File: config.mk
export PLATFORM = sky130hd
export DESIGN_NAME = overdrive_pipe
export DESIGN_NICKNAME = d
export VERILOG_FILES = /design/src/rtl/overdrive_pipe.sv
export SDC_FILE = /design/constraint.sdc
export NUM_CORES = 1
export LEC_CHECK = 0
export CORE_UTILIZATION = 40
export DETAILED_ROUTE_END_ITERATION = 8
export GPL_TIMING_DRIVEN = 1
export PLACE_DENSITY = 0.61
export SYNTH_ARGS = -nofsm -noshare
export SYNTH_HDL_FRONTEND = slang
export SYNTH_SLANG_ARGS = --single-unit
File: constraint.sdc
create_clock -name clk -period 19.1 [get_ports clk]
set_input_delay 2.865 -clock clk [delete_from_list [all_inputs] [get_ports clk]]
set_output_delay 2.865 -clock clk [all_outputs]
set_load 0.02 [all_outputs]
File: src/rtl/overdrive_pipe.sv
// overdrive_pipe: three-stage gain / clip shaper for signed audio samples.
//   S1 multiplies the accepted sample by the current (ramped) gain.
//   S2 shapes the product: bypass saturate, hard clip, or soft clip.
//   S3 registers the output and counts clipped samples.
// Handshake: valid-only. A sample is accepted on every rising edge where
// in_valid=1; there is no ready, so the pipeline never stalls and out_valid
// follows in_valid exactly three cycles later, in order.
module overdrive_pipe #(
    parameter int DATA_W    = 16,
    parameter int GAIN_FRAC = 12,
    parameter int THRESH    = 2 ** (DATA_W - 2),
    parameter int RAMP_STEP = 16
) (
    input  logic                     clk,
    input  logic                     rst_n,
    input  logic                     in_valid,
    input  logic signed [DATA_W-1:0] in_sample,
    input  logic signed [15:0]       gain_target,
    input  logic [1:0]               mode,
    input  logic                     clip_clr,
    output logic                     out_valid,
    output logic signed [DATA_W-1:0] out_sample,
    output logic [15:0]              clip_count
);

    localparam int PW = DATA_W + 16;

    localparam logic signed [15:0]       G_UNITY = 16'(2 ** GAIN_FRAC);
    localparam logic signed [16:0]       STEP    = 17'(RAMP_STEP);
    localparam logic signed [PW-1:0]     P_THR   = PW'(THRESH);
    localparam logic signed [PW-1:0]     P_MAX   = {{(PW - DATA_W + 1){1'b0}}, {(DATA_W - 1){1'b1}}};
    localparam logic signed [PW-1:0]     P_MIN   = ~P_MAX;
    localparam logic signed [DATA_W-1:0] Y_MAX   = {1'b0, {(DATA_W - 1){1'b1}}};
    localparam logic signed [DATA_W-1:0] Y_MIN   = {1'b1, {(DATA_W - 1){1'b0}}};

    // Gain ramp state
    logic signed [15:0]       r_g_cur;

    // S1 registers
    logic                     r_s1_valid;
    logic signed [PW-1:0]     r_s1_p;
    logic [1:0]               r_s1_mode;

    // S2 registers
    logic                     r_s2_valid;
    logic signed [DATA_W-1:0] r_s2_y;
    logic                     r_s2_clip;

    // S1 combinational: full-width product, arithmetic shift, gain step
    logic signed [PW-1:0]     w_in_ext;
    logic signed [PW-1:0]     w_g_ext;
    logic signed [PW-1:0]     w_prod;
    logic signed [PW-1:0]     w_p;
    logic signed [16:0]       w_diff;
    logic signed [15:0]       w_g_next;

    // S2 combinational: shaping
    logic signed [PW-1:0]     w_abs;
    logic signed [PW-1:0]     w_soft_mag;
    logic signed [PW-1:0]     w_soft;
    logic signed [PW-1:0]     w_pre;
    logic signed [DATA_W-1:0] w_y;
    logic                     w_clip;

    assign w_in_ext = {{16{in_sample[DATA_W-1]}}, in_sample};
    assign w_g_ext  = {{DATA_W{r_g_cur[15]}}, r_g_cur};
    assign w_prod   = w_in_ext * w_g_ext;
    assign w_p      = w_prod >>> GAIN_FRAC;
    assign w_diff   = {gain_target[15], gain_target} - {r_g_cur[15], r_g_cur};

    // Move the gain toward the target by at most RAMP_STEP, snapping when close
    always_comb begin
        w_g_next = gain_target;
        if (w_diff > STEP) begin
            w_g_next = r_g_cur + 16'(RAMP_STEP);
        end else if (w_diff < -STEP) begin
            w_g_next = r_g_cur - 16'(RAMP_STEP);
        end
    end

    // Gain register advances only on accepted samples; the product above used the old value
    always_ff @(posedge clk or negedge rst_n) begin
        if (!rst_n) begin
            r_g_cur <= G_UNITY;
        end else if (in_valid) begin
            r_g_cur <= w_g_next;
        end
    end

    // S1: capture scaled product and the mode that travels with this sample
    always_ff @(posedge clk or negedge rst_n) begin
        if (!rst_n) begin
            r_s1_valid <= 1'b0;
            r_s1_p     <= '0;
            r_s1_mode  <= 2'd0;
        end else begin
            r_s1_valid <= in_valid;
            if (in_valid) begin
                r_s1_p    <= w_p;
                r_s1_mode <= mode;
            end
        end
    end

    assign w_abs      = r_s1_p[PW-1] ? -r_s1_p : r_s1_p;
    assign w_soft_mag = P_THR + ((w_abs - P_THR) >>> 2);
    assign w_soft     = r_s1_p[PW-1] ? -w_soft_mag : w_soft_mag;

    // Shape per mode, then saturate to the output width; clipped means the result moved off p
    always_comb begin
        w_pre = r_s1_p;
        case (r_s1_mode)
            2'd0: w_pre = r_s1_p;
            2'd2: begin
                if (w_abs > P_THR) begin
                    w_pre = w_soft;
                end
            end
            default: begin
                if (r_s1_p > P_THR) begin
                    w_pre = P_THR;
                end else if (r_s1_p < -P_THR) begin
                    w_pre = -P_THR;
                end
            end
        endcase
        if (w_pre > P_MAX) begin
            w_y = Y_MAX;
        end else if (w_pre < P_MIN) begin
            w_y = Y_MIN;
        end else begin
            w_y = w_pre[DATA_W-1:0];
        end
        w_clip = ({{16{w_y[DATA_W-1]}}, w_y} != r_s1_p);
    end

    // S2: register shaped sample and its clip flag
    always_ff @(posedge clk or negedge rst_n) begin
        if (!rst_n) begin
            r_s2_valid <= 1'b0;
            r_s2_y     <= '0;
            r_s2_clip  <= 1'b0;
        end else begin
            r_s2_valid <= r_s1_valid;
            if (r_s1_valid) begin
                r_s2_y    <= w_y;
                r_s2_clip <= w_clip;
            end
        end
    end

    // S3: output register holds its last value between valid samples
    always_ff @(posedge clk or negedge rst_n) begin
        if (!rst_n) begin
            out_valid  <= 1'b0;
            out_sample <= '0;
        end else begin
            out_valid <= r_s2_valid;
            if (r_s2_valid) begin
                out_sample <= r_s2_y;
            end
        end
    end

    // Saturating clip counter; a clear on the same edge as a clipped output wins
    always_ff @(posedge clk or negedge rst_n) begin
        if (!rst_n) begin
            clip_count <= 16'd0;
        end else if (clip_clr) begin
            clip_count <= 16'd0;
        end else if (r_s2_valid && r_s2_clip && (clip_count != 16'hFFFF)) begin
            clip_count <= clip_count + 16'd1;
        end
    end

endmodule

==> metrics.yaml, run 1 <==
clock_network:
  cts_resized: 0
  cts_tree: "done"
  cts.sinks: 90
  cts_made_buffers: 9
  htreeDepth: 3
  root_buffer: "clkbuf_16"
  clk_pin_slew_worst_paths_ns: 0.08
  cts_hold_buf: 0
  cts_setup_buffers: 0
  cts_buffer_depth: 2
  clk_latency_ns: 0.36
worst_setup_path:
  r2r_slack_ns: 11.90
  critPathMaxFanout: 16
  cp-startpoint: "in_sample[6]"
  r2r_start: "r_s1_p[0]"
  worstPathArrival_ns: 9.80
  end_kind: "flop"
  startpoint_type: "input port"
  cp.required_ns: 19.34
  worstSetupPathType: "input port to flop"
floorplan:
  ios: 71
  num_rows: 74
  initial_utilization_pct: 40.9
  core_um2: 41200
  die_w_um: 207
  die_h_um: 207
  die_area_um2: 43000
yosys:
  synth_area_leaders: "fa_1 31%, dfrtp_1 13%, ha_1 7.8%"
  syn_avg_cell_area_um2: 8.84
  synth-simple-area-share_pct: 18.4
  synthAdderAreaFrac_pct: 38.9
  yosysMostFrequentCell: "inv_1"
  synth_compound_area_share_pct: 12.6
  async_reset_ff_share_pct: 100
  synthMuxAreaShare_pct: 3.07
  synth_xor_area_share_pct: 4.29
  yosys.area.top_type: "fa_1"
  netlist_area_um2: 16900
  synth_seq_area_share_pct: 13.4
  postSynthCellCount: 1908
  synth.net_count: 2313
  synth_top_family_by_area: "adder cells"
  ys_types: 90
  ys.warnings.count: 0
  ys_ff_latch: 90
  synthFlopType: "dfrtp_1"
  synth_edf_count: 0
  synthTopCellsByCount: "310 x inv_1, 262 x fa_1, 225 x nand2_1"
  synth_top_area_share_pct: 31.1
sta:
  min_period_ns: 9.57
  fin_crit_sh_pct: 50.1
  tightest_slew_ns: 1.07
  fin_skew_ns: 0.0179
  rsz0062_at_grt: "no"
  fmax_mhz: 105
  setup_viol: 0
  fin_tns_setup_ns: 0
  slew_viol_final: 0
  hold_viol: 0
  max_slew_margin_pct: 28.8
global_route:
  grt_pass1_vias: 13900
  grt_first_pass_wirelength_um: 71800
  grt-ovfl-total: 0
  grt.total_usage_pct: 20.7
  grt_max_degree: 59
  antenna_found_initial: 0
cells_and_area:
  layout-drive-gt1-share_pct: 6.04
  antenna_cells: 0
  n_fill_cell: 4019
  final_nets: 2305
  syn_to_final_growth_pct: 8.03
routing:
  drt.antenna.violating_nets: 0
  wl_per_cell_um: 17.4
  drc: 0
  drt-pass1-iter-count: 6
  wirelength_um: 42300
  viasPerCell: 5.44
  via_count: 13300
  drt-initial-drc-count: 748
status:
  status: "finished, final reports clean"
hold_path:
  worstHoldStart: "out_sample[10]"
  hold_class: "flop to flop"
placed_design:
  hpwlAfterDp_um: 33600
  io_buffers: 70
  gp_congestion: 0.860
flow_run:
  max_cap_violations: 0
==> final timing paths <==
| check | depth (start not counted) | end |
|---|---|---|
| worst min register to register | 1 | out_sample[10] |
| max in group asynchronous | 2 | clip_count[0] |
| worst max register to register | 21 | r_s2_clip |
| worst max-delay path | 23 | r_s1_p[17] |
| min in group asynchronous | 1 | r_g_cur[3] |
| worst min-delay path | 1 | out_sample[10] |
==> kinds of logic (layout without fill, tap and decap cells) <==
logic type               count (synthesis)  count (layout)
AO/OA/AOI/OAI                          301             301
XOR/XNOR                                81              81
adder cells (fa/ha/maj)                367             367
buffers and inverters                  413             410
flip-flops                              90              90
multiplexers                            47              47
AND/OR/NAND/NOR                        609             609
==> cell type report <==
type                    instances  area, um2  share of cell area [%]
inverters                     310       1160                    6.39
well taps                     532        666                    3.65
flip-flops and latches         90       2250                    12.4
clock inverters                 7       76.3                   0.419
clock buffers                   9        225                    1.24
multi-input cells            1405      13000                    71.5
repair buffers                 84        798                    4.38
==> cells in the final DEF (no fill, tap or decap), types with 38 or more instances in the layout <==
cell,n
fa_1,262
a21oi_1,74
dfrtp_1,89
mux2_2,38
nor2_1,84
ha_1,105
and2_1,101
o21ai_0,48
nand2_1,225
inv_1,310
clkdlybuf4s50_1,68
xnor2_1,47
==> layer usage <==
metal	global-route usage (%)	share of wire, %	vias up
met5	0	0	-
met1	27.8	45	6671
met4	6.85	3.0	0
met2	33.9	47	351
li1	-	-	6184
met3	3.21	5.4	59
==> per-stage QoR <==
stage,instances,utilization (%),cell area [um2],hold WS [ns],setup WS [ns]
global placement,2421,43.5,17900,0.491,9.22
detailed placement,2421,43.5,17900,0.497,9.10
CTS,2437,44.2,18200,0.515,9.48
finish,2437,44.2,18200,0.509,9.53
global route,2437,44.2,18200,0.531,9.00
floorplan,1908,-,16900,0.352,10.35
==> critical path, stage by stage <==
cell and delay, ns:
clkdlybuf4s50_1 0.84, nand2_1 0.16, fa_1 0.57, inv_1 0.05
fa_1 0.56, fa_1 0.44, fa_1 0.50, inv_1 0.06
fa_1 0.52, inv_1 0.05, fa_1 0.47, ha_1 0.37
a21o_1 0.20, a21oi_1 0.22, nor3b_1 0.20, o21ai_0 0.19
a31oi_1 0.35, o2111ai_1 0.27, nand3_1 0.15, a31oi_1 0.15
a21o_1 0.23, xor2_1 0.14, mux2_2 0.26
==> state kept, by name (all words and copies together), names as in the netlist <==
name        count
r_s1_valid      1
r_s2_valid      1
r_s1_mode       2
out_sample     16
clip_count     16
r_s1_p         20
out_valid       1
r_g_cur        16
r_s2_clip       1
r_s2_y         16
Power of run 1 is not shown: default switching activity piles up to over one toggle a cycle in this logic, so the estimate is an artifact.
==> run 2: changes to the inputs <==
==> constraint.sdc (replaced) <==
create_clock -name clk -period 9.9 [get_ports clk]
set_input_delay 1.485 -clock clk [delete_from_list [all_inputs] [get_ports clk]]
set_output_delay 1.485 -clock clk [all_outputs]
set_load 0.02 [all_outputs]
==> run 2 against run 1 <==
  * Register-to-register slack worse by 9.2 ns
  * Clock skew is 0.0024 ns higher
  * Worst hold slack worse by 0.00071 ns
  * Non-clock buffer count is 3 higher
==> metrics.yaml, run 2 (synthesized netlist as in run 1, its figures left out) <==
status:
  status: "finished, final reports clean"
worst_setup_path:
  crit_top_cell: "fa_1"
  reg2reg_to: "r_s1_p[17]"
  r2r_start: "r_g_cur[5]"
  crit_chain: "clkdlybuf4s50_1, nand2_1, fa_1, inv_1, fa_1, fa_1, fa_1, inv_1, fa_1, inv_1, fa_1, ha_1, a21o_1, a21oi_1, nor3b_1, o21ai_0, a31oi_1, o2111ai_1, nand3_1, a31oi_1, a21o_1, xor2_1, mux2_2"
  cp.required_ns: 10.14
  path_delay_family: "adder cells"
  r2r_slack_ns: 2.70
  critPathMaxFanout: 16
  crit_path_max_incr_delay_ns: 0.84
  cp.buffers_inverters: 4
  startpoint_type: "input port"
  rr_worst_depth: 22
  cpMaxStageDelayCell: "clkdlybuf4s50_1"
  worstPathArrival_ns: 8.50
  worstSetupPathType: "input port to flop"
  end_kind: "flop"
hold_path:
  hold_class: "flop to flop"
  worstHoldStart: "out_sample[13]"
  hold-path-cell-count: 1
  hold-path-endpoint: "out_sample[13]"
cells_and_area:
  syn_to_final_growth_pct: 8.14
  layout-drive-gt1-share_pct: 6.18
  final_common_cell: "inv_1"
  stdcell_area_um2: 18200
  regMostFlops: "r_s1_p"
  largest_register_ffs: 20
  final_cell_mix: "310 x inv_1, 262 x fa_1, 225 x nand2_1, 105 x ha_1, 101 x and2_1"
  n_fill_cell: 4000
  final_nets: 2308
global_route:
  grt-ovfl-total: 0
  antenna_found_initial: 3
  grt_first_pass_wirelength_um: 72400
  grt.total_usage_pct: 20.8
  grt_pass1_vias: 13900
  grt_max_degree: 59
floorplan:
  core_um2: 41200
  die_h_um: 207
  ios: 71
  die_area_um2: 43000
  initial_utilization_pct: 40.9
  num_rows: 74
  die_w_um: 207
placed_design:
  hpwlAfterDp_um: 33600
  gp_congestion: 0.884
  io_buffers: 70
  post_dp_cell_area_um2: 17900
routing:
  drt-initial-drc-count: 875
  via_count: 13200
  drt.antenna.violating_nets: 0
  viasPerCell: 5.42
  drc: 0
  wl_per_cell_um: 17.4
  wirelength_um: 42500
  drt-pass1-iter-count: 6
clock_network:
  htreeDepth: 3
  clk_pin_slew_worst_paths_ns: 0.07
  clk_latency_ns: 0.36
  cts_tree: "done"
  root_buffer: "clkbuf_16"
  cts_hold_buf: 0
  cts_setup_buffers: 0
  cts_buffer_depth: 2
  cts_resized: 0
  cts_made_buffers: 9
  cts.sinks: 90
sta:
  rsz0062_at_grt: "no"
  fin_skew_ns: 0.0202
  setup_viol: 0
  fin_tns_setup_ns: 0
  tightest_slew_ns: 1.05
  slew_viol_final: 0
  fin_crit_sh_pct: 83.4
  max_slew_margin_pct: 29.9
  fmax_mhz: 121
  min_period_ns: 8.25
  hold_viol: 0
flow_run:
  max_cap_violations: 0
[run 2: cell count changes in the layout (fill, tap and decap cells not counted)]
cell	previous run	this run
clkinv_8	0	1
diode_2	0	1
inv_6	2	3
clkinvlp_4	0	1
inv_12	1	0
buf_4	15	18
inv_8	3	1
[run 2: area by class of cell]
cell class                 count  area, um2  area share (%)
multi-input combinational   1405      13000            71.5
inverter                     310       1160            6.38
sequential                    90       2250            12.4
clock buffer                   9        225            1.24
timing repair buffer          87        821            4.50
antenna                        1       2.50          0.0137
clock inverter                 7       70.1           0.384
tap                          532        666            3.65
[run 2: per-layer routing]
metal,wire (um),global-route usage (%)
met1,19200,28.6
met2,19800,33.9
met3,2150,2.65
met4,1310,6.90
met5,13,0
[run 2: how the worst max path moves through the flow]
stage                       from         end  cells after the start
finish              in_sample[6]  r_s1_p[17]                     23
global route        in_sample[9]  r_s1_p[17]                     23
CTS                 in_sample[9]  r_s1_p[17]                     23
detailed placement  in_sample[9]  r_s1_p[17]                     23
global placement    in_sample[6]  r_s1_p[17]                     23
floorplan           in_sample[6]  r_s1_p[10]                     24
[run 2: through the flow]
stage	hold slack (ns)	util (%)	std cells	setup WS [ns]
after global placement	0.490	43.5	2424	1.37
after floorplan	0.352	-	1908	2.53
after detailed placement	0.495	43.5	2424	1.25
final	0.508	44.3	2441	1.65
after global routing	0.534	44.3	2441	1.26
after CTS	0.514	44.2	2440	1.62
Power of run 2 is left out for the same reason.
==> run 3: changes to the inputs <==
==> constraint.sdc (replaced) <==
create_clock -name clk -period 8.1 [get_ports clk]
set_input_delay 1.215 -clock clk [delete_from_list [all_inputs] [get_ports clk]]
set_output_delay 1.215 -clock clk [all_outputs]
set_load 0.02 [all_outputs]
==> run 3 against run 2 <==
  * Design area increased by 1.1%
  * Sequential share of layout area decreased by 0.13 points
  * Die area unchanged
  * Setup slack got worse by 1.1 ns
  * First-iteration DRC count increased by 15%
  * Count of clock-buffer cells in the layout unchanged
  * Via count increased by 1.2%
  * Utilization increased by 0.48 points
  * Worst hold slack got worse by 0.0023 ns
  * Non-clock buffer count increased by 23
  * Routed wire length increased by 1.3%
==> metrics.yaml, run 3 (synthesized netlist as in run 1, its figures left out) <==
routing:
  drt-pass1-iter-count: 5
  wirelength_um: 43100
  viasPerCell: 5.43
  wl_per_cell_um: 17.5
  via_count: 13400
  drt.antenna.violating_nets: 0
  drc: 0
  drt-initial-drc-count: 1007
cells_and_area:
  largest_register_ffs: 20
  final_nets: 2331
  layout-drive-gt1-share_pct: 7.30
  regMostFlops: "r_s1_p"
  final_common_cell: "inv_1"
  final_cell_mix: "310 x inv_1, 262 x fa_1, 225 x nand2_1, 105 x ha_1, 101 x and2_1"
  syn_to_final_growth_pct: 9.32
floorplan:
  initial_utilization_pct: 40.9
  die_area_um2: 43000
  core_um2: 41200
  die_w_um: 207
  num_rows: 74
  ios: 71
  die_h_um: 207
clock_network:
  clk_latency_ns: 0.36
  clk_pin_slew_worst_paths_ns: 0.07
  cts_tree: "done"
  cts_made_buffers: 9
  htreeDepth: 3
  root_buffer: "clkbuf_16"
  cts.sinks: 90
  cts_hold_buf: 0
  cts_buffer_depth: 2
  cts_resized: 0
  cts_setup_buffers: 0
flow_run:
  max_cap_violations: 0
sta:
  setup_viol: 0
  max_slew_margin_pct: 29.5
  hold_viol: 0
  tightest_slew_ns: 1.06
  fmax_mhz: 132
  fin_skew_ns: 0.0106
  slew_viol_final: 0
  rsz0062_at_grt: "no"
  min_period_ns: 7.58
  holdWs_ns: 0.506
  fin_tns_setup_ns: 0
  fin_crit_sh_pct: 93.6
worst_setup_path:
  startpoint_type: "input port"
  worstPathArrival_ns: 7.83
  worstSetupPathType: "input port to flop"
  end_kind: "flop"
  critPathMaxFanout: 7
  cp.required_ns: 8.35
status:
  status: "finished, final reports clean"
global_route:
  grt_max_degree: 59
  grt.total_usage_pct: 21.0
  grt_first_pass_wirelength_um: 73500
  antenna_found_initial: 1
  grt_pass1_vias: 13700
  grt-ovfl-total: 0
placed_design:
  io_buffers: 70
  hpwlAfterDp_um: 35300
  gp_congestion: 0.904
hold_path:
  hold_class: "flop to flop"
-- run 3: metrics by stage --
stage	instance area [um2]	worst slack [ns]	instances	utilization, %
after global placement	18100	0.244	2447	44.0
after CTS	18400	0.482	2463	44.7
after floorplan	16900	1.00	1908	-
after detailed placement	18100	0.0972	2447	44.0
final	18400	0.515	2464	44.7
after global routing	18400	0.0877	2463	44.7
-- run 3: routing by layer --
layer / part of all wire (%) / GRT usage, % / up-vias
met5: 0 / 0 / -
met4: 1.2 / 3.89 / 0
met3: 5.3 / 1.97 / 37
met2: 46 / 33.8 / 398
met1: 48 / 30.9 / 6705
li1: - / - / 6240
-- run 3: worst max-delay path: stages --
cell and delay, ns:
clkdlybuf4s50_1 0.60, nand2_1 0.12, fa_1 0.53, inv_1 0.06, fa_1 0.55, inv_1 0.06, fa_1 0.49, inv_1 0.05
fa_1 0.47, inv_1 0.05, fa_1 0.53, inv_1 0.06, fa_1 0.47, ha_1 0.36, a21oi_1 0.23, nor3b_1 0.21
o21ai_0 0.17, a31oi_1 0.37, o2111ai_1 0.29, nand3_1 0.17, a31oi_1 0.15, a21o_1 0.23, xor2_1 0.14, mux2_2 0.26
-- run 3: final timing paths --
kind	startpoint	end	slack (ns)	cells past startpoint
worst max-delay path	in_sample[8]	r_s1_p[17]	0.52	24
worst min-delay path	out_sample[14]	out_sample[14]	0.51	1
worst max register to register	r_s1_p[0]	r_s2_clip	1.00	21
worst min register to register	out_sample[14]	out_sample[14]	0.51	1
max in group asynchronous	rst_n	out_sample[3]	6.22	2
min in group asynchronous	rst_n	r_g_cur[4]	0.83	1
-- run 3: final cells by class --
cell class	count	area, um2
fillers	3947	22800
multi-input cells	1405	13000
flip-flops and latches	90	2250
inverters	310	1160
repair buffers	110	993
well taps	532	666
clock buffers	9	225
clock inverters	7	96.3
diodes	1	2.50
Power of run 3 is left out for the same reason.
